==> config.mk <==
export PLATFORM = sky130hd
export DESIGN_NAME = mm6532_master
export DESIGN_NICKNAME = d
export VERILOG_FILES = /design/src/rtl/mm6532_pkg.sv /design/src/rtl/mm6532_wdog.sv /design/src/rtl/mm6532_master.sv
export SDC_FILE = /design/constraint.sdc
export NUM_CORES = 1
export LEC_CHECK = 0
export ABC_AREA = 1
export CELL_PAD_IN_SITES_DETAIL_PLACEMENT = 1
export CELL_PAD_IN_SITES_GLOBAL_PLACEMENT = 2
export CORE_MARGIN = 5
export CORE_UTILIZATION = 26
export CTS_CLUSTER_DIAMETER = 120
export DETAILED_ROUTE_END_ITERATION = 10
export PLACE_DENSITY = 0.8
export REMOVE_ABC_BUFFERS = 1
export SLEW_MARGIN = 20
export SYNTH_ARGS = -nofsm -noshare
export SYNTH_HDL_FRONTEND = slang
export SYNTH_SLANG_ARGS = --single-unit
==> constraint.sdc <==
create_clock -name clk_i -period 1.5 [get_ports clk_i]
set_input_delay 0.3 -clock clk_i [delete_from_list [all_inputs] [get_ports clk_i]]
set_output_delay 0.3 -clock clk_i [all_outputs]
set_load 0.01 [all_outputs]
==> src/rtl/mm6532_pkg.sv <==
// Shared encodings for the 6532-style bus master: opcodes, chip-select codes,
// fixed peripheral addresses and the controller state type.
package mm6532_pkg;

  typedef enum logic [1:0] {
    OP_WRITE = 2'b00,
    OP_READ  = 2'b01,
    OP_TWAIT = 2'b10,
    OP_RSVD  = 2'b11
  } op_e;

  localparam logic [1:0] CS_SEL   = 2'b01;
  localparam logic [1:0] CS_DESEL = 2'b10;

  localparam logic [6:0] IRQ_FLAG_ADDR = 7'h05;
  localparam logic [6:0] TIMER_BASE    = 7'h14;

  typedef enum logic [2:0] {
    ST_IDLE   = 3'd0,
    ST_ACCESS = 3'd1,
    ST_TWRITE = 3'd2,
    ST_GAP    = 3'd3,
    ST_POLL   = 3'd4,
    ST_RESP   = 3'd5
  } state_e;

  // Timer registers sit at 0x14..0x17 / 0x1C..0x1F; bit 3 picks the irq-enable bank.
  function automatic logic [6:0] timer_addr(input logic [6:0] a);
    return TIMER_BASE | {3'b000, a[3], 1'b0, a[1:0]};
  endfunction

endpackage

==> src/rtl/mm6532_wdog.sv <==
// Saturating 16-bit timeout counter used while waiting on the timer flag.
module mm6532_wdog
  import mm6532_pkg::*;
#(
  parameter logic [15:0] TIMEOUT = 16'hFFFF
) (
  input  logic clk_i,
  input  logic rst_i,
  input  logic clr_i,
  input  logic en_i,
  output logic expired_o
);

  logic [15:0] cnt_q;

  always_ff @(posedge clk_i) begin
    if (rst_i || clr_i) begin
      cnt_q <= 16'h0000;
    end else if (en_i && (cnt_q != 16'hFFFF)) begin
      cnt_q <= cnt_q + 16'h0001;
    end
  end

  assign expired_o = (cnt_q >= TIMEOUT);

endmodule

==> src/rtl/mm6532_master.sv <==
// Command-driven bus master for a 6532 RAM/I-O/timer: single reads/writes and
// a timer-wait that loads the timer and polls the interrupt flag with a timeout.
module mm6532_master
  import mm6532_pkg::*;
#(
  parameter int unsigned POLL_GAP = 4,
  parameter logic [15:0] TIMEOUT  = 16'hFFFF
) (
  input  logic       clk_i,
  input  logic       res_i,
  // Handshakes: a transfer happens on a rising edge where valid and ready are
  // both 1; once raised, valid and its payload hold until that transfer.
  input  logic       cmd_valid_i,
  output logic       cmd_ready_o,
  input  logic [1:0] cmd_op_i,
  input  logic       cmd_ram_i,
  input  logic [6:0] cmd_a_i,
  input  logic [7:0] cmd_data_i,
  output logic       rsp_valid_o,
  input  logic       rsp_ready_i,
  output logic [7:0] rsp_data_o,
  output logic       rsp_err_o,
  output logic       r_w_o,
  output logic [1:0] cs_o,
  output logic       rs_n_o,
  output logic [6:0] a_o,
  output logic [7:0] d_out_o,
  input  logic [7:0] d_in_i,
  input  logic       irq_n_i,
  output logic [2:0] state_o
);

  localparam logic [7:0] GAP_LOAD = 8'(POLL_GAP - 1);

  state_e     state_q;
  logic       cmd_ready_q;
  logic       is_read_q;
  logic [7:0] gap_q;
  logic [7:0] poll_q;
  logic [7:0] poll_d;
  logic       accept;
  logic       wd_clr;
  logic       wd_en;
  logic       wd_expired;

  assign accept = (state_q == ST_IDLE) && cmd_valid_i && cmd_ready_q;
  assign poll_d = (poll_q == 8'hFF) ? poll_q : poll_q + 8'h01;
  assign wd_clr = accept && (op_e'(cmd_op_i) == OP_TWAIT);
  assign wd_en  = (state_q == ST_TWRITE) || (state_q == ST_GAP) || (state_q == ST_POLL);

  mm6532_wdog #(.TIMEOUT(TIMEOUT)) u_wdog (
    .clk_i     (clk_i),
    .rst_i     (res_i),
    .clr_i     (wd_clr),
    .en_i      (wd_en),
    .expired_o (wd_expired)
  );

  always_ff @(posedge clk_i) begin
    if (res_i) begin
      state_q     <= ST_IDLE;
      cmd_ready_q <= 1'b0;
      is_read_q   <= 1'b0;
      gap_q       <= 8'h00;
      poll_q      <= 8'h00;
      cs_o        <= CS_DESEL;
      r_w_o       <= 1'b0;
      rs_n_o      <= 1'b1;
      a_o         <= 7'h00;
      d_out_o     <= 8'h00;
      rsp_valid_o <= 1'b0;
      rsp_data_o  <= 8'h00;
      rsp_err_o   <= 1'b0;
    end else begin
      case (state_q)
        ST_IDLE: begin
          if (accept) begin
            cmd_ready_q <= 1'b0;
            is_read_q   <= cmd_op_i[0];
            case (op_e'(cmd_op_i))
              OP_WRITE, OP_READ: begin
                state_q <= ST_ACCESS;
                cs_o    <= CS_SEL;
                a_o     <= cmd_a_i;
                rs_n_o  <= ~cmd_ram_i;
                r_w_o   <= ~cmd_op_i[0];
                d_out_o <= cmd_data_i;
              end
              OP_TWAIT: begin
                state_q <= ST_TWRITE;
                cs_o    <= CS_SEL;
                a_o     <= timer_addr(cmd_a_i);
                rs_n_o  <= 1'b1;
                r_w_o   <= 1'b1;
                d_out_o <= cmd_data_i;
                poll_q  <= 8'h00;
              end
              default: begin
                state_q     <= ST_RESP;
                rsp_valid_o <= 1'b1;
                rsp_data_o  <= 8'h00;
                rsp_err_o   <= 1'b1;
              end
            endcase
          end else begin
            cmd_ready_q <= 1'b1;
          end
        end
        ST_ACCESS: begin
          state_q     <= ST_RESP;
          cs_o        <= CS_DESEL;
          r_w_o       <= 1'b0;
          rsp_valid_o <= 1'b1;
          rsp_data_o  <= is_read_q ? d_in_i : 8'h00;
          rsp_err_o   <= 1'b0;
        end
        ST_TWRITE: begin
          state_q <= ST_GAP;
          cs_o    <= CS_DESEL;
          r_w_o   <= 1'b0;
          gap_q   <= GAP_LOAD;
        end
        ST_GAP: begin
          if (gap_q == 8'h00) begin
            state_q <= ST_POLL;
            cs_o    <= CS_SEL;
            r_w_o   <= 1'b0;
            rs_n_o  <= 1'b1;
            a_o     <= IRQ_FLAG_ADDR;
          end else begin
            gap_q <= gap_q - 8'h01;
          end
        end
        ST_POLL: begin
          cs_o   <= CS_DESEL;
          poll_q <= poll_d;
          // A raised flag wins over an expired timeout in the same poll.
          if (d_in_i[7] || !irq_n_i || wd_expired) begin
            state_q     <= ST_RESP;
            rsp_valid_o <= 1'b1;
            rsp_data_o  <= poll_d;
            rsp_err_o   <= !(d_in_i[7] || !irq_n_i);
          end else begin
            state_q <= ST_GAP;
            gap_q   <= GAP_LOAD;
          end
        end
        ST_RESP: begin
          if (rsp_ready_i) begin
            state_q     <= ST_IDLE;
            rsp_valid_o <= 1'b0;
            cmd_ready_q <= 1'b1;
          end
        end
        default: begin
          state_q <= ST_IDLE;
          cs_o    <= CS_DESEL;
          r_w_o   <= 1'b0;
        end
      endcase
    end
  end

  assign cmd_ready_o = cmd_ready_q;
  assign state_o     = state_q;

endmodule

==> flow_summary.toml, run 1 <==
[setup_path]
timing.rr.end = "rsp_data_o[5]$_SDFFE_PP0P_"
crit_chain = "inv_1 > nand2_4 > inv_1 > buf_4 > o21ai_4 > buf_4 > nand4_1 > nor2_1 > nor2_1"
arrival_ns = 1.71
reg2reg_depth = 9
critPathLaunchType = "register"
crit_start = "state_o[2]$_SDFFE_PP0P_"
cp_top_family = "buffers and inverters"
cp.required_ns = 1.73
critPathMaxStageDelay_ns = 0.36
worst-path-max-fanout = 5
rr_startpoint = "state_o[2]$_SDFFE_PP0P_"
worst-path-buf-inv = 4
slowest_stage = "dfxtp_2"
rrSetupSlack_ns = 0.02
setup.worst_path.class = "reg -> reg"
end_kind = "register"

[synth]
synth.most_common_cell = "nand2_1"
synth_commonest_cells = "125 x nand2_1, 71 x nor2_1, 66 x dfxtp_1, 55 x inv_1, 46 x a21oi_1"
ys.flop_type = "dfxtp_1"
syn-cell-area_um2 = 3460
netlist.top_cell.by_area = "dfxtp_1"
synth_edf_count = 0
yosys_warnings = 0
syn_inst = 510
synthTopCellsByArea = "dfxtp_1 38%, nand2_1 14%, nor2_1 7.7%, a21oi_1 6.7%, inv_1 6.0%"
synth_cell_types = 33
postSynthAreaPerCell_um2 = 6.78
synth_top_area_share = 0.382
synth-seq-area-share = 0.382
synth-seq-cells = 66
async_flop_share = 0

[die]
dieArea_um2 = 15700
die_width_um = 125
core_area_um2 = 13100
initial_core_util = 0.263
die_h_um = 125
ios = 64
std_cell_rows = 42

[timing]
setup_viol = 0
clock_skew_ns = 0.00667
fin_ws_ns = 0.0196
period_share = 0.987
setup_tns_ns = 0
period_minus_slack_ns = 1.48
hold_viol_final = 0
tightest_slew_ns = 0.330
slew_violations = 0
fmax_mhz = 675
slew_headroom = 0.780
rsz0062_at_grt = "yes"
whs_ns = 0.444

[drt]
wl_per_cell_um = 14.1
vias = 3826
routed_via_density = 4.58
wl_um = 11800
ant_nets = 0
dr.pass1.iters = 4
drc = 0
drtIter0Drc = 101

[pwr]
p_int_mw = 5.12
pwr-share-comb = 0.459
netSwitchingPower_mw = 3.16
power_density_nw_per_um2 = 1530
p_seq_frac = 0.286
leakage_nw = 2.36
sw_frac_of_total = 0.382
ir_worst_vdd_v = 0.000588
power_mw = 8.29
p_clk_frac = 0.255

[global_routing]
antenna_found_initial = 0
grt_max_degree = 16
grt_pass1_vias = 4124
grt_util_all_layers = 0.153
grt_pass1_wl_um = 19700
overflow = 0

[clocking]
hold_buffers = 0
numCtsBuffers = 9
htree_levels = 3
cts-root-buf = "clkbuf_16"
cts_sinks = 66
clock_latency_ns = 0.34
clock_path_buffers = 2
cts_tree = "yes"
clk_pin_slew_worst_paths_ns = 0.06

[final_layout]
final_core_util = 0.413
layout.nets = 690
fillerInstances = 1653
n_antenna_cell = 0
drive_gt1_frac = 0.291
finalNonFillerCells = 835
synthToLayoutAreaGrowth_pct = 57.2
final_area_um2 = 5430

[run_status]
status = "finished clean"

[place]
place_area_um2 = 4840
routabilityCongestion = 0.818
placedCellCount = 814
pre_cts_slack_ns = -0.281
port_buffers = 63
dpl.hpwl_um = 8970

[min_path]
holdPathStages = 2
hold_end = "rsp_valid_o$_SDFFE_PP0P_"
hp-class = "reg -> reg"
hold_start = "rsp_valid_o$_SDFFE_PP0P_"

[run]
cap_viol_max_count = 0
sequential cells by signal, summed over array words and instances (netlist names):
signal        cells
r_w_o             1
gap_q             8
poll_q            8
rs_n_o            1
rsp_err_o         1
cs_o              2
cmd_ready_o       1
state_o           3
d_out_o           8
is_read_q         1
u_wdog.cnt_q     16
rsp_data_o        8
rsp_valid_o       1
a_o               7
worst reg2reg max path, stage by stage (launching register included):
cell and delay [ns]:
dfxtp_2 0.36, inv_1 0.12, nand2_4 0.14, inv_1 0.07
buf_4 0.15, o21ai_4 0.10, buf_4 0.16, nand4_1 0.12
nor2_1 0.12, nor2_1 0.04
power groups by stage:
stage | sequential (mW) | clock [mW] | combinational, mW
floorplan | 2.50 | 0 | 1.68
global placement | 2.36 | 0 | 3.46
detailed placement | 2.38 | 0 | 3.55
CTS | 2.36 | 2.17 | 3.64
global route | 2.42 | 2.25 | 4.26
finish | 2.37 | 2.11 | 3.80
per-layer routing:
metal  routed length [um]  track usage
met1                 5120        0.179
met2                 6120        0.279
met3                  355       0.0316
met4                  191       0.0529
met5                    0            0
worst max-delay path by stage:
| stage | to | slack (ns) | cells after the start |
|---|---|---|---|
| finish | rsp_data_o[5]$_SDFFE_PP0P_ | 0.02 | 9 |
| global route | rsp_data_o[4]$_SDFFE_PP0P_ | -0.08 | 10 |
| CTS | rsp_data_o[1]$_SDFFE_PP0P_ | -0.02 | 8 |
| global placement | a_o[6]$_SDFFE_PP0P_ | -0.24 | 8 |
| floorplan | u_wdog.cnt_q[3]$_SDFFE_PP0P_ | -0.02 | 8 |
| detailed placement | a_o[6]$_SDFFE_PP0P_ | -0.28 | 8 |
area by class of cell:
| class | count | area, um^2 | area share |
|---|---|---|---|
| Sequential cell | 66 | 1340 | 0.246 |
| Tap cell | 176 | 220 | 0.0405 |
| Inverter | 63 | 244 | 0.0449 |
| Clock buffer | 10 | 239 | 0.0440 |
| Timing Repair Buffer | 145 | 1260 | 0.232 |
| Multi-Input combinational cell | 370 | 2080 | 0.383 |
| Clock inverter | 5 | 55.1 | 0.0101 |
cells in the final DEF, fill, tap and decap left out, types with 8 or more instances in the layout:
cell type / n
nand4_1: 15
nor2_4: 11
clkbuf_16: 9
clkdlybuf4s50_1: 30
nand2_2: 22
dfxtp_1: 58
nand2_1: 109
dlygate4sd2_1: 33
inv_1: 48
buf_4: 75
nand3_1: 28
a21oi_1: 40
nor2_1: 60
inv_2: 13
o21ai_0: 19
nor2_2: 8
kinds of logic after synthesis:
| kind of cell | after synthesis | share of synthesized area |
|---|---|---|
| simple gates | 274 | 0.359 |
| xor+xnor | 11 | 0.0279 |
| compound gates | 80 | 0.125 |
| fa+ha+maj | 4 | 0.0145 |
| flops | 66 | 0.382 |
| buf+inv | 75 | 0.0916 |
what timing repair did:
action | CTS | global route
setup endpoints to repair | 77 | 52
buffers inserted | 5 | 2
cloned | 1 | 0
gates resized for setup | 66 | 58
pin swaps | 19 | 25
No activity file was read; power rests on OpenSTA's default activity.
==> inputs of run 2 (changes only) <==
CAP_MARGIN = 25   (was unset)
REMOVE_ABC_BUFFERS = unset   (was 1)
SLEW_MARGIN = unset   (was 20)
==> run 2 against run 1 <==
Net effect:
- the run now ends with negative setup slack left
- register-to-register slack got worse by 0.06 ns
- total power is 4.3% higher
- critical path depth is 1 higher
==> flow_summary.toml, run 2 (synthesized netlist as in run 1, its figures left out) <==
[clocking]
hold_buffers = 0
cts_sinks = 66
cts-root-buf = "clkbuf_16"
cts_tree = "yes"
htree_levels = 3
clk_pin_slew_worst_paths_ns = 0.05
clock_latency_ns = 0.34
clock_path_buffers = 2
numCtsBuffers = 9

[timing]
hold_viol_final = 0
fin_ws_ns = -0.0410
clock_skew_ns = 0.00655
fmax_mhz = 649
period_minus_slack_ns = 1.54
slew_headroom = 0.708
setup_viol = 8
tightest_slew_ns = 0.435
period_share = 1.03
rsz0062_at_grt = "yes"
slew_violations = 0

[setup_path]
critPathLaunchType = "register"
rrSetupSlack_ns = -0.04
arrival_ns = 1.81
setup.worst_path.class = "reg -> reg"
worst-path-max-fanout = 8
rr_startpoint = "u_wdog.cnt_q[1]$_SDFFE_PP0P_"
timing.rr.end = "gap_q[2]$_SDFFE_PP0P_"
reg2reg_depth = 10
end_kind = "register"
cp.required_ns = 1.77

[global_routing]
grt_max_degree = 26
grt_pass1_vias = 3897
antenna_found_initial = 0
grt_util_all_layers = 0.149
overflow = 0
grt_pass1_wl_um = 19200

[place]
port_buffers = 63
routabilityCongestion = 0.793
place_area_um2 = 4760
dpl.hpwl_um = 8850
pre_cts_slack_ns = -0.296

[pwr]
ir_worst_vdd_v = 0.000641
pwr-share-comb = 0.447
netSwitchingPower_mw = 3.20
leakage_nw = 2.42
p_seq_frac = 0.274
sw_frac_of_total = 0.370
power_density_nw_per_um2 = 1560
power_mw = 8.64
p_int_mw = 5.44
p_clk_frac = 0.279

[final_layout]
largest_reg_flops = 16
fillerInstances = 1646
n_antenna_cell = 0
final_area_um2 = 5550
synthToLayoutAreaGrowth_pct = 60.5
largest_register = "u_wdog.cnt_q"
drive_gt1_frac = 0.301
layout.nets = 685
final_common_cell = "nand2_1"
multi_input_area_um2 = 2170
seq_area_um2 = 1330
final_core_util = 0.422
mostFrequentLayoutCells = "105 x nand2_1, 67 x buf_4, 59 x dfxtp_1"

[drt]
maxUsedRoutingLayer = "met4"
drc = 0
wl_met3_um = 283
wl_per_cell_um = 14.2
drtIter0Drc = 159
wl_um = 11800
dr.pass1.iters = 4
routed_via_density = 4.58
vias = 3808
ant_nets = 0
routed-wl-met2_um = 6010
met1_length_um = 5230

[die]
dieArea_um2 = 15700
ios = 64
die_width_um = 125
std_cell_rows = 42
die_h_um = 125
initial_core_util = 0.263
core_area_um2 = 13100

[min_path]
holdPathStages = 2
hold_start = "a_o[4]$_SDFFE_PP0P_"
hold_end = "a_o[4]$_SDFFE_PP0P_"
hp-class = "reg -> reg"

[run_status]
failed_checks = "negative setup slack"
status = "finished, violations left"

[run]
cap_viol_max_count = 0

[synth]
synth_nets = 545
## run 2: cell count changes in the layout (fill, tap and decap cells not counted), sizes merged
cell / previous run / this run
clkbuf: 10 / 11
bufinv: 1 / 3
inv: 63 / 61
clkdlybuf4s15: 0 / 1
buf: 82 / 77
dlygate4sd2: 33 / 32
## run 2: power groups by stage
| stage | registers (mW) | logic (mW) | clock network [mW] |
|---|---|---|---|
| after floorplan | 2.48 | 1.87 | 0 |
| after global placement | 2.37 | 3.41 | 0 |
| after detailed placement | 2.39 | 3.51 | 0 |
| after CTS | 2.36 | 3.53 | 2.49 |
| after global routing | 2.41 | 4.30 | 2.58 |
| final | 2.36 | 3.87 | 2.41 |
## run 2: metrics by stage
stage               TNS (ns)  std cells  hold WS [ns]
detailed placement    -14.35        803         0.442
global placement      -11.44        803         0.441
finish                -0.240        831         0.459
global route           -2.03        831         0.494
CTS                  -0.0582        822         0.451
floorplan                  0        510         0.437
## run 2: routing by layer
layer / vias up / GRT usage
li1: 1925 / -
met1: 1818 / 0.186
met2: 47 / 0.250
met3: 18 / 0.0252
met4: 0 / 0.0727
met5: - / 0
## run 2: how the worst max path moves through the flow
stage | from | end | cells after the start
floorplan | u_wdog.cnt_q[1]$_SDFFE_PP0P_ | rsp_data_o[7]$_SDFFE_PP0P_ | 11
global placement | irq_n_i | gap_q[7]$_SDFFE_PP0P_ | 8
detailed placement | irq_n_i | gap_q[2]$_SDFFE_PP0P_ | 8
CTS | poll_q[1]$_SDFFE_PP0P_ | rsp_data_o[1]$_SDFFE_PP0P_ | 10
global route | poll_q[1]$_SDFFE_PP0P_ | rsp_data_o[1]$_SDFFE_PP0P_ | 8
finish | u_wdog.cnt_q[1]$_SDFFE_PP0P_ | gap_q[2]$_SDFFE_PP0P_ | 10
## run 2: worst max-delay path, cell delays in order, from the launching register on
cell     delay [ns]
dfxtp_2        0.35
ha_4           0.14
inv_2          0.04
nor2_4         0.13
nand2_4        0.08
buf_12         0.13
o21ai_4        0.14
nand2_4        0.11
nand3_4        0.15
nand2_1        0.08
a21oi_2        0.11
## run 2: area by class of cell
cell class / count / area share
Multi-Input combinational cell: 370 / 0.390
Sequential cell: 66 / 0.240
Tap cell: 176 / 0.0397
Timing Repair Buffer: 140 / 0.224
Clock inverter: 5 / 0.0185
Clock buffer: 11 / 0.0419
Inverter: 63 / 0.0456
## run 2: timing repair
| item | 4_1_cts | 5_1_grt |
|---|---|---|
| endpoints found under the setup margin | 66 | 58 |
| setup buffers | 2 | 9 |
| gates resized for setup | 73 | 70 |
| cloned | 1 | 0 |
| pin swaps | 15 | 22 |
